## src/rtl/if_prefetch_unit_pkg.sv

```systemverilog
// if_prefetch_unit_pkg: shared types and constants for the instruction prefetch unit.
package if_prefetch_unit_pkg;
  localparam int XLEN = 32;
  localparam logic [XLEN-1:0] RESET_PC_DEFAULT = 32'h0000_0000;
  typedef enum logic [1:0] {
    IDLE  = 2'd0,
    BUSY  = 2'd1,
    DRAIN = 2'd2
  } fetch_state_e;
  typedef struct packed {
    logic [XLEN-1:0] pc;
    logic [XLEN-1:0] instr;
  } fetch_entry_t;
endpackage

```

## src/rtl/if_fifo.sv

```systemverilog
// if_fifo: DEPTH-entry {pc,instr} buffer with synchronous flush that overrides push and pop.
module if_fifo
  import if_prefetch_unit_pkg::*;
#(
  parameter int DEPTH = 4,
  parameter int CW = 3
) (
  input  logic         clk,
  input  logic         rst_n,
  input  logic         flush,
  input  logic         push,
  input  logic         pop,
  input  fetch_entry_t din,
  output fetch_entry_t head,
  output logic [CW-1:0] count
);
  localparam int AW = $clog2(DEPTH);
  fetch_entry_t mem [DEPTH];
  logic [AW-1:0] wr_ptr, rd_ptr;
  assign head = mem[rd_ptr];
  always_ff @(posedge clk) begin
    if (push && !flush) mem[wr_ptr] <= din;
  end
  always_ff @(posedge clk or negedge rst_n) begin
    if (!rst_n) begin
      wr_ptr <= '0;
      rd_ptr <= '0;
      count  <= '0;
    end else if (flush) begin
      wr_ptr <= '0;
      rd_ptr <= '0;
      count  <= '0;
    end else begin
      wr_ptr <= push ? wr_ptr + 1'b1 : wr_ptr;
      rd_ptr <= pop ? rd_ptr + 1'b1 : rd_ptr;
      count  <= count + CW'(push) - CW'(pop);
    end
  end
endmodule

```

## src/rtl/if_prefetch_unit.sv

```systemverilog
// if_prefetch_unit: fetch FSM issuing one outstanding word fetch at a time into a small
// instruction FIFO, with redirect flushing buffered and in-flight words.
module if_prefetch_unit
  import if_prefetch_unit_pkg::*;
#(
  parameter int DEPTH = 4,
  parameter logic [XLEN-1:0] RESET_PC = RESET_PC_DEFAULT,
  parameter int CW = 3
) (
  input  logic            clk,
  input  logic            rst_n,
  output logic            imem_req,
  output logic [XLEN-1:0] imem_addr,
  input  logic            imem_ack,
  input  logic [XLEN-1:0] imem_rdata,
  output logic            instr_valid,
  input  logic            instr_ready,
  output logic [XLEN-1:0] instr,
  output logic [XLEN-1:0] instr_pc,
  input  logic            redirect,
  input  logic [XLEN-1:0] redirect_pc,
  output logic [CW-1:0]   fifo_count
);
  fetch_state_e state, state_next;
  logic [XLEN-1:0] fetch_pc;
  logic push, pop;
  logic [CW-1:0] count_next;
  fetch_entry_t din, head;
  logic unused_lsb;
  assign unused_lsb = ^redirect_pc[1:0];
  assign instr_valid = fifo_count != '0;
  assign pop = instr_valid & instr_ready & ~redirect;
  // Words returning in DRAIN, or alongside a redirect, belong to the abandoned stream.
  assign push = imem_ack & (state == BUSY) & ~redirect;
  assign count_next = fifo_count + CW'(push) - CW'(pop);
  assign imem_req = state != IDLE;
  assign din = '{pc: imem_addr, instr: imem_rdata};
  assign instr = head.instr;
  assign instr_pc = head.pc;
  always_comb begin
    state_next = state;
    case (state)
      IDLE:    state_next = (!redirect && int'(count_next) < DEPTH) ? BUSY : IDLE;
      BUSY:    state_next = imem_ack ? IDLE : redirect ? DRAIN : BUSY;
      DRAIN:   state_next = imem_ack ? IDLE : DRAIN;
      default: state_next = IDLE;
    endcase
  end
  always_ff @(posedge clk or negedge rst_n) begin
    if (!rst_n) begin
      state     <= IDLE;
      fetch_pc  <= RESET_PC;
      imem_addr <= RESET_PC;
    end else begin
      state     <= state_next;
      imem_addr <= (state == IDLE && state_next == BUSY) ? fetch_pc : imem_addr;
      fetch_pc  <= redirect ? {redirect_pc[XLEN-1:2], 2'b00} : push ? fetch_pc + 32'd4 : fetch_pc;
    end
  end
  if_fifo #(.DEPTH(DEPTH), .CW(CW)) u_fifo (
    .clk   (clk),
    .rst_n (rst_n),
    .flush (redirect),
    .push  (push),
    .pop   (pop),
    .din   (din),
    .head  (head),
    .count (fifo_count)
  );
endmodule

```

## config.mk

```make
export PLATFORM = sky130hd
export DESIGN_NAME = if_prefetch_unit
export DESIGN_NICKNAME = d
export VERILOG_FILES = /design/src/rtl/if_prefetch_unit_pkg.sv /design/src/rtl/if_fifo.sv /design/src/rtl/if_prefetch_unit.sv
export SDC_FILE = /design/constraint.sdc
export NUM_CORES = 1
export LEC_CHECK = 0
export BUFFER_PORTS_ARGS = -buffer_cell sky130_fd_sc_hd__buf_2
export CAP_MARGIN = 20
export CORE_ASPECT_RATIO = 1.25
export CORE_MARGIN = 2
export CORE_UTILIZATION = 45
export DETAILED_ROUTE_END_ITERATION = 8
export PLACE_DENSITY = 0.73
export SLEW_MARGIN = 20
export SYNTH_ARGS = -nofsm -noshare
export SYNTH_HDL_FRONTEND = slang
export SYNTH_SLANG_ARGS = --single-unit
```

## constraint.sdc

```tcl
create_clock -name clk -period 4.2 [get_ports clk]
set_clock_uncertainty 0.2 [all_clocks]
set_input_delay 0.42 -clock clk [delete_from_list [all_inputs] [get_ports clk]]
set_output_delay 0.42 -clock clk [all_outputs]
set_load 0.02 [all_outputs]
```

==> results of run 1 <==
## worst paths after layout
| path | startpoint | end | slack [ps] | depth (start not counted) |
|---|---|---|---|---|
| worst max-delay path | u_fifo.count[1] | imem_addr[20] | 810 | 13 |
| worst min-delay path | redirect_pc[31] | fetch_pc[31] | 60 | 4 |
| worst max register to register | u_fifo.count[1] | imem_addr[20] | 810 | 13 |
| worst min register to register | imem_addr[13] | u_fifo.mem[0][45] | 340 | 0 |
| max in group asynchronous | rst_n | u_fifo.rd_ptr[0] | 2680 | 3 |
| min in group asynchronous | rst_n | imem_addr[10] | 270 | 2 |
## tightest hold or removal path: stages
cell and delay (ps):
buf_2 100, a22o_1 140, a21oi_1 40, nand3_1 70
## cells by family after synthesis
group	count (synthesis)	synth area share, %
AO/OA/AOI/OAI	53	2.73
other	1	0.0303
multiplexers	93	14.1
XOR/XNOR	14	0.990
adder cells (fa/ha/maj)	8	0.869
AND/OR/NAND/NOR	123	5.48
flip-flops	317	74.1
buffers and inverters	50	1.77
## per-stage QoR
stage	hold slack [ps]	setup WS (ps)	area (sq um)
floorplan	-75.6	628	12400
global placement	314	886	13600
detailed placement	318	806	13600
CTS	14.0	793	15200
global route	45.4	589	15200
finish	55.7	806	15200
## sequential cells by signal (all words and copies together) (netlist names)
register,cells
u_fifo.count,3
u_fifo.wr_ptr,2
state,2
fetch_pc,30
u_fifo.mem,248
imem_addr,30
u_fifo.rd_ptr,2
## cells in the mapped netlist, types with 2 or more instances
master    count
nor2b_1       3
o211ai_1      2
a21oi_1       4
xor2_1        7
dfrtp_1      69
or4_1        18
nand3_1      15
mux4_2       62
and3_1        6
clkbuf_1     22
nand2_1      27
buf_4         4
nor3_1        4
nor2_1       27
inv_1        12
nand4_1       3
a31oi_1      14
mux2_2       30
or3_1         5
and4_1        3
nand2b_1      2
buf_2         7
buf_1         4
o31ai_1      10
edfxtp_1    248
xnor2_1       7
o21ai_0      16
ha_1          7
## power by group
group / internal, mW / switching, mW
sequential: 3.86 / 0.410
clock: 1.67 / 1.10
combinational: 0.993 / 1.18
## routing by layer
layer / up-vias / global-route usage (%) / wire [um]
met2: 172 / 31.0 / 12900
met4: 0 / 4.13 / 447
li1: 3092 / - / -
met3: 32 / 2.54 / 1100
met5: - / 0 / 0
met1: 3490 / 22.3 / 10300
## layout make-up
| type | count | area share, % |
|---|---|---|
| flip-flops and latches | 317 | 60.3 |
| multi-input cells | 295 | 19.9 |
| repair buffers | 233 | 9.93 |
| clock buffers | 39 | 5.36 |
| well taps | 345 | 2.84 |
| clock inverters | 16 | 1.34 |
| inverters | 12 | 0.296 |
==> out/metrics.yaml, run 1 <==
die-area_sq_um: 28900
cts_resized: 0
layout_common_cells: "248 x edfxtp_1, 163 x buf_2, 67 x dfrtp_1, 63 x dlygate4sd3_1, 62 x mux4_2"
synth_edf_count: 248
die_w_um: 152
gr-total-overflow: 0
avgSynthCellArea_sq_um: 18.8
totalPowerFinal_mw: 9.22
cts_sinks: 317
synth_top_area_share_pct: 60.1
track_usage_pct: 17.3
cpPeakStageDelay_ps: 430
final_nets: 966
grt_pass1_vias: 7130
maxSlewHeadroom_pct: 30.3
multi_input_area_sq_um: 3030
dp.cells: 1139
hold_path.class: "in -> reg"
worst_ep_arrival_time_ps: 3610
cp_cell_sequence: "or3_1 > nand2_1 > nor2_1 > ha_1 > inv_1 > ha_1 > inv_1 > fa_1 > xor2_1 > xnor2_1 > nand2_1 > buf_4 > mux2_2"
ys.warnings.count: 0
routed_via_density: 5.40
hold_violations: 0
regArea_sq_um: 9180
initial_utilization_pct: 46.0
grt_pass1_wl_um: 39300
synth-seq-area-share_pct: 74.1
wirelength_um: 24800
root_buffer: "clkbuf_16"
place_hpwl_um: 14300
final_cell_count_no_fill: 1257
wire_per_inst_um: 19.7
row_count: 67
n_fill_cell: 2068
syn-instance-count: 659
pin_count: 170
yosys.area.top_type: "edfxtp_1"
cts_buffers: 30
status: "completed"
period_needed_ps: 3390
critical_path.slowest_cell: "dfrtp_1"
crit_path_end_kind: "register"
tritoncts: "done"
area_growth_pct: 22.8
vdd_drop_max_mv: 0.571
firstDrtPassIters: 6
drt_iter0_markers: 333
power_per_cell_area_nw_per_um2: 606
crit_type: "reg -> reg"
ys.flop_type: "edfxtp_1"
ys_ff_latch: 317
totalNegativeSetupSlack_ps: 0
cp-start-kind: "register"
synth.distinct_cells: 49
drc: 0
antenna_found_initial: 0
syn_area_sq_um: 12400
rsz0062_at_grt: "no"
core-area_sq_um: 26900
grt_max_degree: 64
crit_family: "adder cells"
htree_levels: 1
tightest_slew_ps: 1040
postLayoutCoreUtil_pct: 56.5
layout-drive-gt1-share_pct: 34.4
synthTopCellsByArea: "edfxtp_1 60%, dfrtp_1 14%, mux4_2 11%"
total_leakage_power_nw: 5.42
final_common_cell: "edfxtp_1"
worst-path-buf-inv: 3
die_y_um: 190
slew_viol_final: 0
clock_path_buffers: 3
final_antenna_net_count: 0
crit_required_ps: 4420
post_cts_buffers: 0
place.gp.congestion: 0.769
ys_async_sr_fraction_pct: 21.8
insertion_delay_ps: 540
cts_hold_buf: 63
drv_cap: 0
port_buffers: 163
period_share_pct: 80.8
critical_path_peak_fanout: 30
cts.clk_slew.worst_paths_ps: 60
antenna_cells: 0
max_freq_mhz: 295
setup_viol: 0
vias: 6786
Power figures use the tool's default switching activity.
==> run 2, diff against run 1 <==
--- a/config.mk
+++ b/config.mk
@@ -11,7 +11,7 @@
 export CORE_MARGIN = 2
 export CORE_UTILIZATION = 45
 export DETAILED_ROUTE_END_ITERATION = 8
-export PLACE_DENSITY = 0.73
+export PLACE_DENSITY = 0.75
 export SLEW_MARGIN = 20
 export SYNTH_ARGS = -nofsm -noshare
 export SYNTH_HDL_FRONTEND = slang
==> constraint.sdc (replaced) <==
create_clock -name clk -period 2.9 [get_ports clk]
set_clock_uncertainty 0.2 [all_clocks]
set_input_delay 0.29 -clock clk [delete_from_list [all_inputs] [get_ports clk]]
set_output_delay 0.29 -clock clk [all_outputs]
set_load 0.02 [all_outputs]
==> out/metrics.yaml, run 2 (synthesis results as in run 1) <==
min-delay-start: "redirect"
wirelength_um: 25900  # +4.5%
worst_ep_arrival_time_ps: 3260  # -350 ps
regToRegStartpoint: "u_fifo.count[1]"
grt_pass1_wl_um: 39700  # +1.2%
setup_viol: 30  # +30
drv_cap: 0  # unchanged
rrSetupSlack_ps: -130  # -940 ps
fin_area_sq_um: 15500  # +2.1%
postLayoutSetupSlackWorst_ps: -131  # -937 ps
power_per_cell_area_nw_per_um2: 863  # +43%
tightest_slew_ps: 737  # -308 ps
cts.clk_slew.worst_paths_ps: 70  # about the same
n_fill_cell: 1984  # -4.1%
pin_count: 170  # unchanged
port_buffers: 163  # unchanged
row_count: 67  # unchanged
layout-drive-gt1-share_pct: 37.4  # +2.9 points
max_freq_mhz: 330  # +12%
cp_cell_sequence: "or3_4 > nand2_4 > nor2_4 > ha_4 > inv_4 > ha_4 > inv_2 > fa_2 > xor2_2 > xnor2_2 > nand2_4 > buf_12 > mux2_4"
wire_per_inst_um: 20.3  # +2.7%
cts_sinks: 317  # unchanged
crit_required_ps: 3130  # -1290 ps
antenna_cells: 0  # unchanged
routed_via_density: 5.41  # +0.16%
die_y_um: 190  # unchanged
crit_path_end_kind: "register"
htree_levels: 1  # unchanged
crit_type: "reg -> reg"
status: "complete, but fails checks"
cts_buffers: 30  # unchanged
place.gp.congestion: 0.792  # +3.0%
final_common_cell: "edfxtp_1"
cpPeakStageDelay_ps: 400  # -30 ps
final_nets: 988  # +2.3%
top_register: "u_fifo.mem"
rr_worst_depth: 13  # unchanged
core-area_sq_um: 26900  # unchanged
final_antenna_net_count: 0  # unchanged
vdd_drop_max_mv: 0.781  # +37%
slew_viol_final: 0  # unchanged
worstReg2RegEnd: "imem_addr[7]"
drt_iter0_markers: 409  # +23%
track_usage_pct: 17.5  # +0.20 points
layout_common_cells: "248 x edfxtp_1, 163 x buf_2, 66 x dfrtp_1, 65 x dlygate4sd3_1, 62 x mux4_2"
violations: "negative setup slack"
post_dp_cell_area_sq_um: 13800  # +1.9%
period_needed_ps: 3030  # -363 ps
maxSlewHeadroom_pct: 50.9  # +21 points
gr-total-overflow: 0  # unchanged
die_w_um: 152  # unchanged
whs_ps: 121  # +65.3 ps
firstDrtPassIters: 6  # unchanged
dp.cells: 1156  # +1.5%
post-place-ws_ps: -156  # -963 ps
area_growth_pct: 25.4
hold_path.class: "in -> reg"
grt_max_degree: 63  # -1.6%
post_cts_buffers: 0  # unchanged
rsz0062_at_grt: "yes"
total_leakage_power_nw: 5.54  # +2.3%
crit_family: "adder cells"
root_buffer: "clkbuf_16"
critical_path.slowest_cell: "dfrtp_2"
clock_path_buffers: 3  # unchanged
insertion_delay_ps: 550  # about the same
critical_path_peak_fanout: 8  # -73%
cp-start-kind: "register"
period_share_pct: 105  # +24 points
place_hpwl_um: 15700  # +10%
die-area_sq_um: 28900  # unchanged
grt_pass1_vias: 7081  # -0.69%
antenna_found_initial: 0  # unchanged
final_cell_count_no_fill: 1279  # +1.8%
drc: 0  # unchanged
initial_utilization_pct: 46.0  # unchanged
worst-path-buf-inv: 3  # unchanged
whs_endpoint: "u_fifo.rd_ptr[0]"
largest_registers: "u_fifo.mem (248), fetch_pc (30), imem_addr (30)"
whs_path_depth: 3  # -1
hold_violations: 0  # unchanged
vias: 6916  # +1.9%
tritoncts: "done"
largest_reg_flops: 248  # unchanged
-- run 2: worst max-delay path by stage --
stage / depth (start not counted) / end / from
after floorplan: 13 / imem_addr[10] / u_fifo.count[1]
after global placement: 13 / imem_addr[4] / u_fifo.count[1]
after detailed placement: 13 / imem_addr[9] / u_fifo.count[1]
after CTS: 13 / imem_addr[9] / u_fifo.count[1]
after global routing: 13 / imem_addr[29] / u_fifo.count[1]
final: 13 / imem_addr[7] / u_fifo.count[1]
-- run 2: layer usage --
metal / GRT usage (%) / share of wire, % / vias to the layer above
li1: - / - / 3137
met1: 23.0 / 41 / 3554
met2: 30.9 / 53 / 193
met3: 2.68 / 4.8 / 32
met4: 3.99 / 1.6 / 0
met5: 0 / 0 / -
-- run 2: power breakdown --
group / leakage (nW) / switching, mW / internal [mW]
combinational: 2.05 / 1.96 / 1.69
clock: 0.447 / 1.62 / 2.03
sequential: 3.04 / 0.517 / 5.59
-- run 2: cell type report --
cell class	instances	area (sq um)	area share, %
Multi-Input combinational cell	295	3100	20.0
Sequential cell	317	9180	59.1
Timing Repair Buffer	255	1850	11.9
Clock inverter	21	136	0.878
Clock buffer	34	787	5.07
Tap cell	345	432	2.78
Inverter	12	47.5	0.306
-- run 2: metrics by stage --
step | TNS [ps] | total power [mW] | utilization (%)
finish | -3500 | 13.4 | 57.7
global route | -5930 | 14.0 | 57.7
CTS | -5050 | 13.4 | 57.2
detailed placement | -4400 | 9.61 | 51.4
global placement | -3490 | 9.54 | 51.4
floorplan | -6700 | 8.32 | -
-- run 2: timing repair --
action	4_1_cts	5_1_grt
resized for setup	0	14
cloned	0	3
hold buffers	65	0
endpoints found under the hold margin	191	0
pin swaps	0	3
setup endpoints to repair	30	31
-- run 2: worst min-delay path, stage by stage --
cell and delay (ps):
buf_2 130, buf_4 270, nor2_1 140
